==> src/rtl/jt12_kon_pkg.sv <==
// Shared types and helpers for the key-on write sequencer.
package jt12_kon_pkg;

    typedef enum logic [1:0] {
        IDLE  = 2'd0,
        ISSUE = 2'd1,
        WAIT  = 2'd2
    } kon_state_t;

    // Slot counter operator value at which the shifter applies an update.
    localparam logic [1:0] KON_OP_LAST = 2'd3;

    // Channel code 3 (and 7) never exist; upper bank only exists with 6 channels.
    function automatic logic kon_ch_valid(input logic [2:0] code, input int nch);
        logic ok;
        ok = (code[1:0] != 2'b11);
        if (nch == 3) begin
            ok = ok && (code[2] == 1'b0);
        end
        return ok;
    endfunction

endpackage

==> src/rtl/jt12_kon_fifo.sv <==
// Small synchronous FIFO advancing only on clk_en; a pop frees a slot for a same-edge push.
import jt12_kon_pkg::*;

module jt12_kon_fifo #(
    parameter int WIDTH = 7,
    parameter int DEPTH = 4
) (
    input  logic             clk,
    input  logic             rst_n,
    input  logic             clk_en,
    input  logic             push,
    input  logic             pop,
    input  logic [WIDTH-1:0] din,
    output logic [WIDTH-1:0] dout,
    output logic             full,
    output logic             empty
);
    localparam int AW = $clog2(DEPTH);
    localparam logic [AW:0] FULL_CNT = (AW+1)'(DEPTH);

    logic [WIDTH-1:0] mem_r [DEPTH];
    logic [AW-1:0]    wr_ptr_r;
    logic [AW-1:0]    rd_ptr_r;
    logic [AW:0]      count_r;
    logic             do_pop_s;
    logic             do_push_s;

    assign empty     = (count_r == (AW+1)'(0));
    assign full      = (count_r == FULL_CNT);
    assign dout      = mem_r[rd_ptr_r];
    assign do_pop_s  = pop && !empty;
    assign do_push_s = push && (!full || do_pop_s);

    // Storage, pointers and occupancy count.
    always_ff @(posedge clk or negedge rst_n) begin
        if (!rst_n) begin
            for (int i = 0; i < DEPTH; i++) begin
                mem_r[i] <= '0;
            end
            wr_ptr_r <= '0;
            rd_ptr_r <= '0;
            count_r  <= '0;
        end else if (clk_en) begin
            if (do_push_s) begin
                mem_r[wr_ptr_r] <= din;
                wr_ptr_r        <= wr_ptr_r + AW'(1);
            end
            if (do_pop_s) begin
                rd_ptr_r <= rd_ptr_r + AW'(1);
            end
            case ({do_push_s, do_pop_s})
                2'b10:   count_r <= count_r + (AW+1)'(1);
                2'b01:   count_r <= count_r - (AW+1)'(1);
                default: count_r <= count_r;
            endcase
        end
    end

endmodule

==> src/rtl/jt12_kon_wr.sv <==
// Key-on write sequencer: decodes register 0x28 writes, queues them and hands
// them one at a time to the key-on shifter, waiting for the applying slot.
import jt12_kon_pkg::*;

module jt12_kon_wr #(
    parameter int num_ch = 6,
    parameter int depth  = 4
) (
    input  logic       clk,
    input  logic       rst_n,
    input  logic       clk_en,
    input  logic       wr_en,
    input  logic [7:0] din,
    input  logic [1:0] next_op,
    input  logic [2:0] next_ch,
    input  logic       clr_ovf,
    output logic       up_keyon,
    output logic [3:0] keyon_op,
    output logic [2:0] keyon_ch,
    output logic       busy,
    output logic       ovf
);
    kon_state_t state_r;
    kon_state_t state_next_s;
    logic       push_s;
    logic       pop_s;
    logic       full_s;
    logic       empty_s;
    logic [6:0] head_s;
    logic       slot_match_s;
    logic       up_keyon_r;
    logic [3:0] keyon_op_r;
    logic [2:0] keyon_ch_r;
    logic       ovf_r;
    logic       din_unused_s;

    assign din_unused_s = din[3];
    assign push_s       = wr_en && kon_ch_valid(din[2:0], num_ch);
    assign slot_match_s = (next_ch == keyon_ch_r) && (next_op == KON_OP_LAST);

    jt12_kon_fifo #(
        .WIDTH (7),
        .DEPTH (depth)
    ) u_fifo (
        .clk    (clk),
        .rst_n  (rst_n),
        .clk_en (clk_en),
        .push   (push_s),
        .pop    (pop_s),
        .din    ({din[7:4], din[2:0]}),
        .dout   (head_s),
        .full   (full_s),
        .empty  (empty_s)
    );

    // Next-state decode; the head is popped on the edge that enters ISSUE.
    always_comb begin
        state_next_s = state_r;
        pop_s        = 1'b0;
        case (state_r)
            IDLE: begin
                if (!empty_s) begin
                    state_next_s = ISSUE;
                    pop_s        = 1'b1;
                end else begin
                    state_next_s = IDLE;
                end
            end
            // A slot match on this edge is ignored: the shifter has only just
            // latched the request and applies it on the next matching slot.
            ISSUE: state_next_s = WAIT;
            WAIT: begin
                if (slot_match_s) begin
                    state_next_s = IDLE;
                end else begin
                    state_next_s = WAIT;
                end
            end
            default: state_next_s = IDLE;
        endcase
    end

    // State register and registered request outputs.
    always_ff @(posedge clk or negedge rst_n) begin
        if (!rst_n) begin
            state_r    <= IDLE;
            up_keyon_r <= 1'b0;
            keyon_op_r <= 4'd0;
            keyon_ch_r <= 3'd0;
        end else if (clk_en) begin
            state_r    <= state_next_s;
            up_keyon_r <= (state_next_s == ISSUE);
            if (pop_s) begin
                keyon_op_r <= head_s[6:3];
                keyon_ch_r <= head_s[2:0];
            end
        end
    end

    // Sticky overflow flag; a dropped write wins over a same-edge clear.
    always_ff @(posedge clk or negedge rst_n) begin
        if (!rst_n) begin
            ovf_r <= 1'b0;
        end else if (clk_en) begin
            if (push_s && full_s && !pop_s) begin
                ovf_r <= 1'b1;
            end else if (clr_ovf) begin
                ovf_r <= 1'b0;
            end
        end
    end

    assign up_keyon = up_keyon_r;
    assign keyon_op = keyon_op_r;
    assign keyon_ch = keyon_ch_r;
    assign ovf      = ovf_r;
    assign busy     = !empty_s || (state_r != IDLE);

endmodule

==> config.mk <==
export PLATFORM = sky130hd
export DESIGN_NAME = jt12_kon_wr
export DESIGN_NICKNAME = d
export VERILOG_FILES = /design/src/rtl/jt12_kon_pkg.sv /design/src/rtl/jt12_kon_fifo.sv /design/src/rtl/jt12_kon_wr.sv
export SDC_FILE = /design/constraint.sdc
export NUM_CORES = 1
export LEC_CHECK = 0
export CORE_MARGIN = 2
export CORE_UTILIZATION = 50
export CTS_CLUSTER_DIAMETER = 200
export CTS_CLUSTER_SIZE = 12
export DETAILED_ROUTE_END_ITERATION = 7
export PLACE_DENSITY = 0.73
export SETUP_SLACK_MARGIN = 0.2
export SLEW_MARGIN = 20
export SYNTH_ARGS = -nofsm -noshare
export SYNTH_HDL_FRONTEND = slang
export SYNTH_SLANG_ARGS = --single-unit
==> constraint.sdc <==
create_clock -name clk -period 2.4 [get_ports clk]
set_input_delay 0.24 -clock clk [delete_from_list [all_inputs] [get_ports clk]]
set_output_delay 0.24 -clock clk [all_outputs]
set_load 0.005 [all_outputs]
==> run_results.csv, run 1 <==
group,metric,value,unit
detailed_routing,wirelength,4208,um
critical_path,critical-path-top-delay-family,"buffers and inverters",
detailed_routing,ant_nets,0,
timing,fin_crit_sh,87.75,%
timing,tns,0,ns
power,intPower,0.002177,W
critical_path,path_class,"reg2out",
final_layout,num-nets-final,218,
timing,worst_pin_slew,0.5967,ns
synth,ys_ff_latch,46,
clock_network,postCtsResizedCells,0,
clock_network,cts.clk_slew.worst_paths,0.09,ns
power,switching_power,0.001043,W
die,die-area,4962,um^2
critical_path,critPathArrivalTime,1.87,ns
power,power.share.sequential,45.1,%
timing,clock_skew,0.005499,ns
detailed_routing,drc_errors,0,
power,ir_drop,0.0005693,V
grt,overflow,0,
clock_network,cts_setup_buffers,0,
critical_path,crit_buf_inv,2,
status,status,"completed",
critical_path,cpPeakStageDelay,0.46,ns
synth,synth_top_cell_area_share,52.15,%
final_layout,final_util,62.91,%
detailed_routing,drt_iter0_drc,102,
synth,syn_inst,160,
grt,grt_pass1_vias,1437,
synth,ys_top_cells_by_area,"dfrtp_1 52%, mux2_2 18%, mux4_2 7.1%",
clock_network,cts-buffers-inserted,5,
final_layout,diodes,0,
detailed_routing,drtPass1Iterations,4,
synth,yosysWarnings,0,
synth,synth_ff_type,"dfrtp_1",
synth,synth_top_area_cell,"dfrtp_1",
grt,grt_start_max_net_pins,47,
die,rows,24,
clock_network,clockRootBuffer,"clkbuf_8",
power,powerDensity,1192,nW/um^2
critical_path,timing.rr.end,"u_fifo.count_r[2]",
critical_path,cp-end-kind,"output port",
timing,holdWs,0.4651,ns
synth,syn_area,2207,um^2
timing,max-slew-margin-rel,60.14,%
grt,antenna_found_initial,0,
die,die_y,70.44,um
power,p_clk_share,15.2,%
detailed_routing,vias_per_cell,5.565,
power,switching_share,32.40,%
placement,dp_hpwl,2912,um
placement,routabilityCongestion,0.8675,
critical_path,cpMaxStageDelayCell,"clkdlybuf4s50_1",
die,initial_utilization,51.40,%
grt,track_usage,18.80,%
synth,yosys.cell_types.count,34,
synth,syn_area_per_cell,13.79,um^2
clock_network,cts_tree,"built",
critical_path,crit_fanout,6,
critical_path,reg2reg_setup_slack,0.37,ns
clock_network,htree_levels,2,
detailed_routing,num_vias,1380,
timing,rsz0062_at_grt,"false",
timing,max_freq,474.8,MHz
synth,synth_edf_count,0,
die,die_x,70.44,um
synth,ys_async_sr_fraction,100.0,%
timing,fin_crit,2.106,ns
flow_run,maxCapViolCount,0,
power,pwr-share-comb,39.7,%
die,core_area,4294,um^2
critical_path,required,2.16,ns
critical_path,r2r_start,"state_r[1]",
synth,syn-num-nets,183,
power,p_leak,1.131,nW
critical_path,path_cells,"nor2_1 -> buf_4 -> nand3_1 -> clkdlybuf4s50_1",
critical_path,start_kind,"flip-flop",
grt,grt_pass1_wl,7120,um
placement,io_buffers,26,
timing,drv_slew,0,
final_layout,areaGrowthSynthToFinish,22.39,%
clock_network,clock_latency,0.30,ns
clock_network,clock-sinks,46,
timing,hold_violations,0,
die,ios,28,
detailed_routing,wl_per_cell,16.97,um
critical_path,reg2reg_depth,5,
hold_path,min_path_type,"in2async",
clock_network,clockBufferDepth,2,
final_layout,drive_above_1_share,33.16,%
synth,yosysSeqAreaShare,52.15,%
timing,setup_viol,0,
-- cells in the final DEF, fill, tap and decap left out, types with 2 or more instances in the layout --
master / Yosys / final
and2_1: 4 / 4
buf_12: 0 / 4
buf_4: 4 / 5
clkbuf_8: 0 / 5
clkdlybuf4s50_1: 0 / 25
dfrtp_1: 46 / 46
ha_1: 4 / 4
inv_1: 8 / 8
mux2_2: 36 / 36
mux4_2: 7 / 7
nand2_1: 7 / 7
nand3_1: 4 / 4
nor2_1: 2 / 2
o21ai_0: 8 / 8
o31ai_1: 3 / 3
xnor2_1: 4 / 4
xor2_1: 3 / 3
-- metrics by stage --
step / total power, W / instances / cell area (um^2) / worst slack, ns
2_1_floorplan: 0.002289 / 160 / 2207 / 0.5656
3_3_place_gp: 0.002671 / 239 / 2595 / 0.2663
3_5_place_dp: 0.002762 / 239 / 2595 / 0.1990
4_1_cts: 0.003263 / 247 / 2689 / 0.3406
5_1_grt: 0.003463 / 248 / 2701 / 0.2525
6_report: 0.003220 / 248 / 2701 / 0.2939
-- kinds of logic (layout without fill, tap and decap cells) --
group                      Yosys count  count (layout)  share of synthesized area, %
xor gates and xnor gates             7               7                         2.778
AOI/OAI and AO/OA                   21              21                         7.484
DFF                                 46              46                         52.15
muxes                               43              43                         25.51
and+or+nand+nor                     23              23                         5.613
buffers and inverters               15              51                         3.288
adders and majority gates            5               5                         3.175
-- Yosys cell counts (2+ instances only) --
library cell and number:
inv_1 8, nand3_1 4, mux4_2 7, buf_4 4, xor2_1 3, xnor2_1 4, and2_1 4, mux2_2 36
ha_1 4, dfrtp_1 46, o31ai_1 3, nand2_1 7, nor2_1 2, o21ai_0 8
-- repair_timing --
| action | CTS | global route |
|---|---|---|
| setup endpoints to repair | 0 | 0 |
| endpoints found under the hold margin | 0 | 46 |
| hold buffers | 0 | 1 |
-- flip-flops by register name (all words and copies together), names as in the netlist --
name and count:
u_fifo.mem_r 28, keyon_op 4, keyon_ch 3, u_fifo.count_r 3, state_r 2, u_fifo.rd_ptr_r 2, u_fifo.wr_ptr_r 2, ovf 1
up_keyon 1
-- metal layers --
metal	global-route usage (%)	vias to the layer above	share of wire (%)
li1	-	645	-
met3	5.195	7	4.9
met2	29.87	39	50
met5	0	-	0
met4	5.128	0	1.1
met1	25.51	689	44
-- power by group through the flow --
stage | Sequential (W) | Combinational [W] | Clock (W)
detailed placement | 0.00148 | 0.00128 | 0
global route | 0.00152 | 0.00140 | 0.000543
finish | 0.00145 | 0.00128 | 0.000490
global placement | 0.00144 | 0.00123 | 0
floorplan | 0.00134 | 0.000950 | 0
CTS | 0.00146 | 0.00129 | 0.000512
-- worst max-delay path by stage --
| stage | from | end | slack (ns) | cells past startpoint |
|---|---|---|---|---|
| 6_report | state_r[1] | busy | 0.29 | 4 |
| 5_1_grt | state_r[1] | busy | 0.25 | 4 |
| 4_1_cts | state_r[1] | busy | 0.34 | 4 |
| 3_5_place_dp | din[0] | u_fifo.count_r[2] | 0.20 | 6 |
| 3_3_place_gp | din[0] | u_fifo.mem_r[27] | 0.27 | 6 |
| 2_1_floorplan | state_r[1] | u_fifo.count_r[2] | 0.57 | 5 |
-- area by class of cell --
| type | instances | area [um^2] |
|---|---|---|
| tap | 52 | 65.06 |
| inverter | 8 | 30.03 |
| clock buffer | 5 | 68.82 |
| multi-input combinational | 99 | 983.4 |
| sequential | 46 | 1151 |
| fill | 327 | 1593 |
| clock inverter | 3 | 25.02 |
| timing repair buffer | 35 | 377.9 |
No activity file was read; power rests on OpenSTA's default activity.
==> run 2, diff against run 1 <==
SKIP_CTS_REPAIR_TIMING = 1   (was default)
==> results of run 2 <==
The final DEF is identical to that of run 1; final timing and power are the same.
==> run 3, diff against run 2 <==
CORE_UTILIZATION = 44   (was 50)
CTS_CLUSTER_DIAMETER = 120   (was 200)
CTS_CLUSTER_SIZE = default   (was 12)
PLACE_DENSITY = 0.66   (was 0.73)
==> run 3 against run 2 <==
  * Total power increased by 6.7%
  * Register-to-register slack improved by 0.05 ns
  * Clock power increased by 41%
  * Largest cell class unchanged
  * Critical endpoint unchanged
  * First-iteration DRC count increased by 73%
  * Cell area increased by 1.3%
  * Highest routed layer unchanged
  * Maximum frequency increased by 1.9%
  * Global-route usage decreased by 1.3 points
  * Final cell count increased by 5.6%
  * Combinational power about the same
  * Via count increased by 1.5%
==> run_results.csv, run 3 (synthesized netlist as in run 1, its figures left out) <==
group,metric,value,unit
grt,overflow,0,
final_layout,final_util,57.18,%
detailed_routing,wl_per_cell,16.52,um
grt,grt_pass1_wl,7245,um
clock_network,clock_latency,0.29,ns
final_layout,diodes,0,
die,rows,25,
critical_path,start_kind,"flip-flop",
critical_path,cpMaxStageDelayCell,"clkdlybuf4s50_1",
detailed_routing,ant_nets,0,
status,status,"completed",
timing,max-slew-margin-rel,58.46,%
final_layout,final_common_cell,"dfrtp_1",
placement,dp.cells,253,
clock_network,clockRootBuffer,"clkbuf_8",
die,die_y,74.83,um
final_layout,top_register,"u_fifo.mem_r",
placement,io_buffers,26,
critical_path,critPathArrivalTime,1.83,ns
critical_path,critical-path-top-delay-family,"buffers and inverters",
timing,fin_crit_sh,86.10,%
detailed_routing,wirelength,4327,um
critical_path,path_class,"reg2out",
critical_path,required,2.16,ns
die,die_x,74.83,um
timing,clock_skew,0.007047,ns
final_layout,areaGrowthSynthToFinish,23.98,%
die,die-area,5599,um^2
timing,worst_pin_slew,0.6217,ns
die,core_area,4786,um^2
final_layout,drive_above_1_share,32.82,%
final_layout,num-nets-final,217,
critical_path,path_cells,"nor2_1 -> buf_4 -> nand3_1 -> clkdlybuf4s50_1",
detailed_routing,drc_errors,0,
critical_path,cp-end-kind,"output port",
final_layout,final_cell_mix,"46 x dfrtp_1, 36 x mux2_2, 25 x clkdlybuf4s50_1",
grt,antenna_found_initial,0,
die,initial_utilization,46.12,%
die,ios,28,
timing,fin_crit,2.066,ns
final_layout,nFillCells,380,
timing,setup_viol,0,
critical_path,crit_fanout,6,
clock_network,clock-sinks,46,
power,powerDensity,1255,nW/um^2
placement,dp_hpwl,3072,um
placement,routabilityCongestion,0.9360,
grt,grt_pass1_vias,1512,
timing,hold_violations,0,
hold_path,min_path_type,"in2async",
final_layout,largest_register_ffs,28,
clock_network,cts-buffers-inserted,5,
critical_path,cpPeakStageDelay,0.46,ns
critical_path,crit_buf_inv,2,
timing,max_freq,483.9,MHz
clock_network,htree_levels,2,
detailed_routing,num_vias,1401,
final_layout,final_cells,262,
timing,tns,0,ns
grt,grt_start_max_net_pins,47,
power,ir_drop,0.0006131,V
detailed_routing,vias_per_cell,5.347,
flow_run,maxCapViolCount,0,
detailed_routing,drt_iter0_drc,176,
power,p_leak,1.147,nW
critical_path,reg2reg_setup_slack,0.42,ns
timing,drv_slew,0,
timing,rsz0062_at_grt,"false",
grt,track_usage,17.50,%
clock_network,clockBufferDepth,2,
detailed_routing,drtPass1Iterations,4,
clock_network,cts_tree,"built",
power,power,0.003435,W
clock_network,cts.clk_slew.worst_paths,0.09,ns
## run 3: changes by cell type in the layout (fill, tap and decap cells not counted)
cell | previous run | this run
buf_12 | 4 | 2
clkinv_4 | 1 | 0
clkbuf_8 | 5 | 6
bufinv_16 | 0 | 2
buf_4 | 5 | 6
inv_6 | 1 | 0
clkinvlp_4 | 1 | 0
## run 3: cell type report
cell class,count,area [um^2],share of cell area (%)
timing repair buffer,34,345.3,12.62
multi-input combinational,99,983.4,35.94
inverter,8,30.03,1.097
clock buffer,6,82.58,3.018
tap,67,83.83,3.064
sequential,46,1151,42.07
clock inverter,2,60.06,2.195
## run 3: report_power, final
group | leakage [nW] | switching [W] | total (W) | internal [W]
registers | 0.563 | 0.000311 | 0.00146 | 0.00115
clock network | 0.0714 | 0.000250 | 0.000693 | 0.000444
logic | 0.513 | 0.000477 | 0.00128 | 0.000802
total | 1.15 | 0.00104 | 0.00344 | 0.00240
## run 3: worst paths after layout
path,start,end,cells after the start
max,state_r[1],busy,4
min,rst_n,state_r[1],2
max reg2reg,state_r[1],u_fifo.count_r[2],5
min reg2reg,ovf,ovf,2
max in group asynchronous,rst_n,u_fifo.mem_r[3],2
min in group clk,ovf,ovf,2
## run 3: per-layer routing
layer | up-vias | global-route usage, % | wire length (um)
met3 | 4 | 4.552 | 157
met4 | 0 | 3.770 | 37
met2 | 40 | 30.02 | 2188
li1 | 643 | - | -
met5 | - | 0 | 0
met1 | 714 | 22.47 | 1944
## run 3: through the flow
step | cell area (um^2) | setup WS, ns | hold slack [ns]
after floorplan | 2207 | 0.5656 | -0.05559
after global placement | 2581 | 0.2479 | 0.4470
after CTS | 2724 | 0.3233 | 0.1410
after detailed placement | 2581 | 0.1755 | 0.4667
final | 2736 | 0.3336 | 0.4733
after global routing | 2736 | 0.2286 | 0.5177
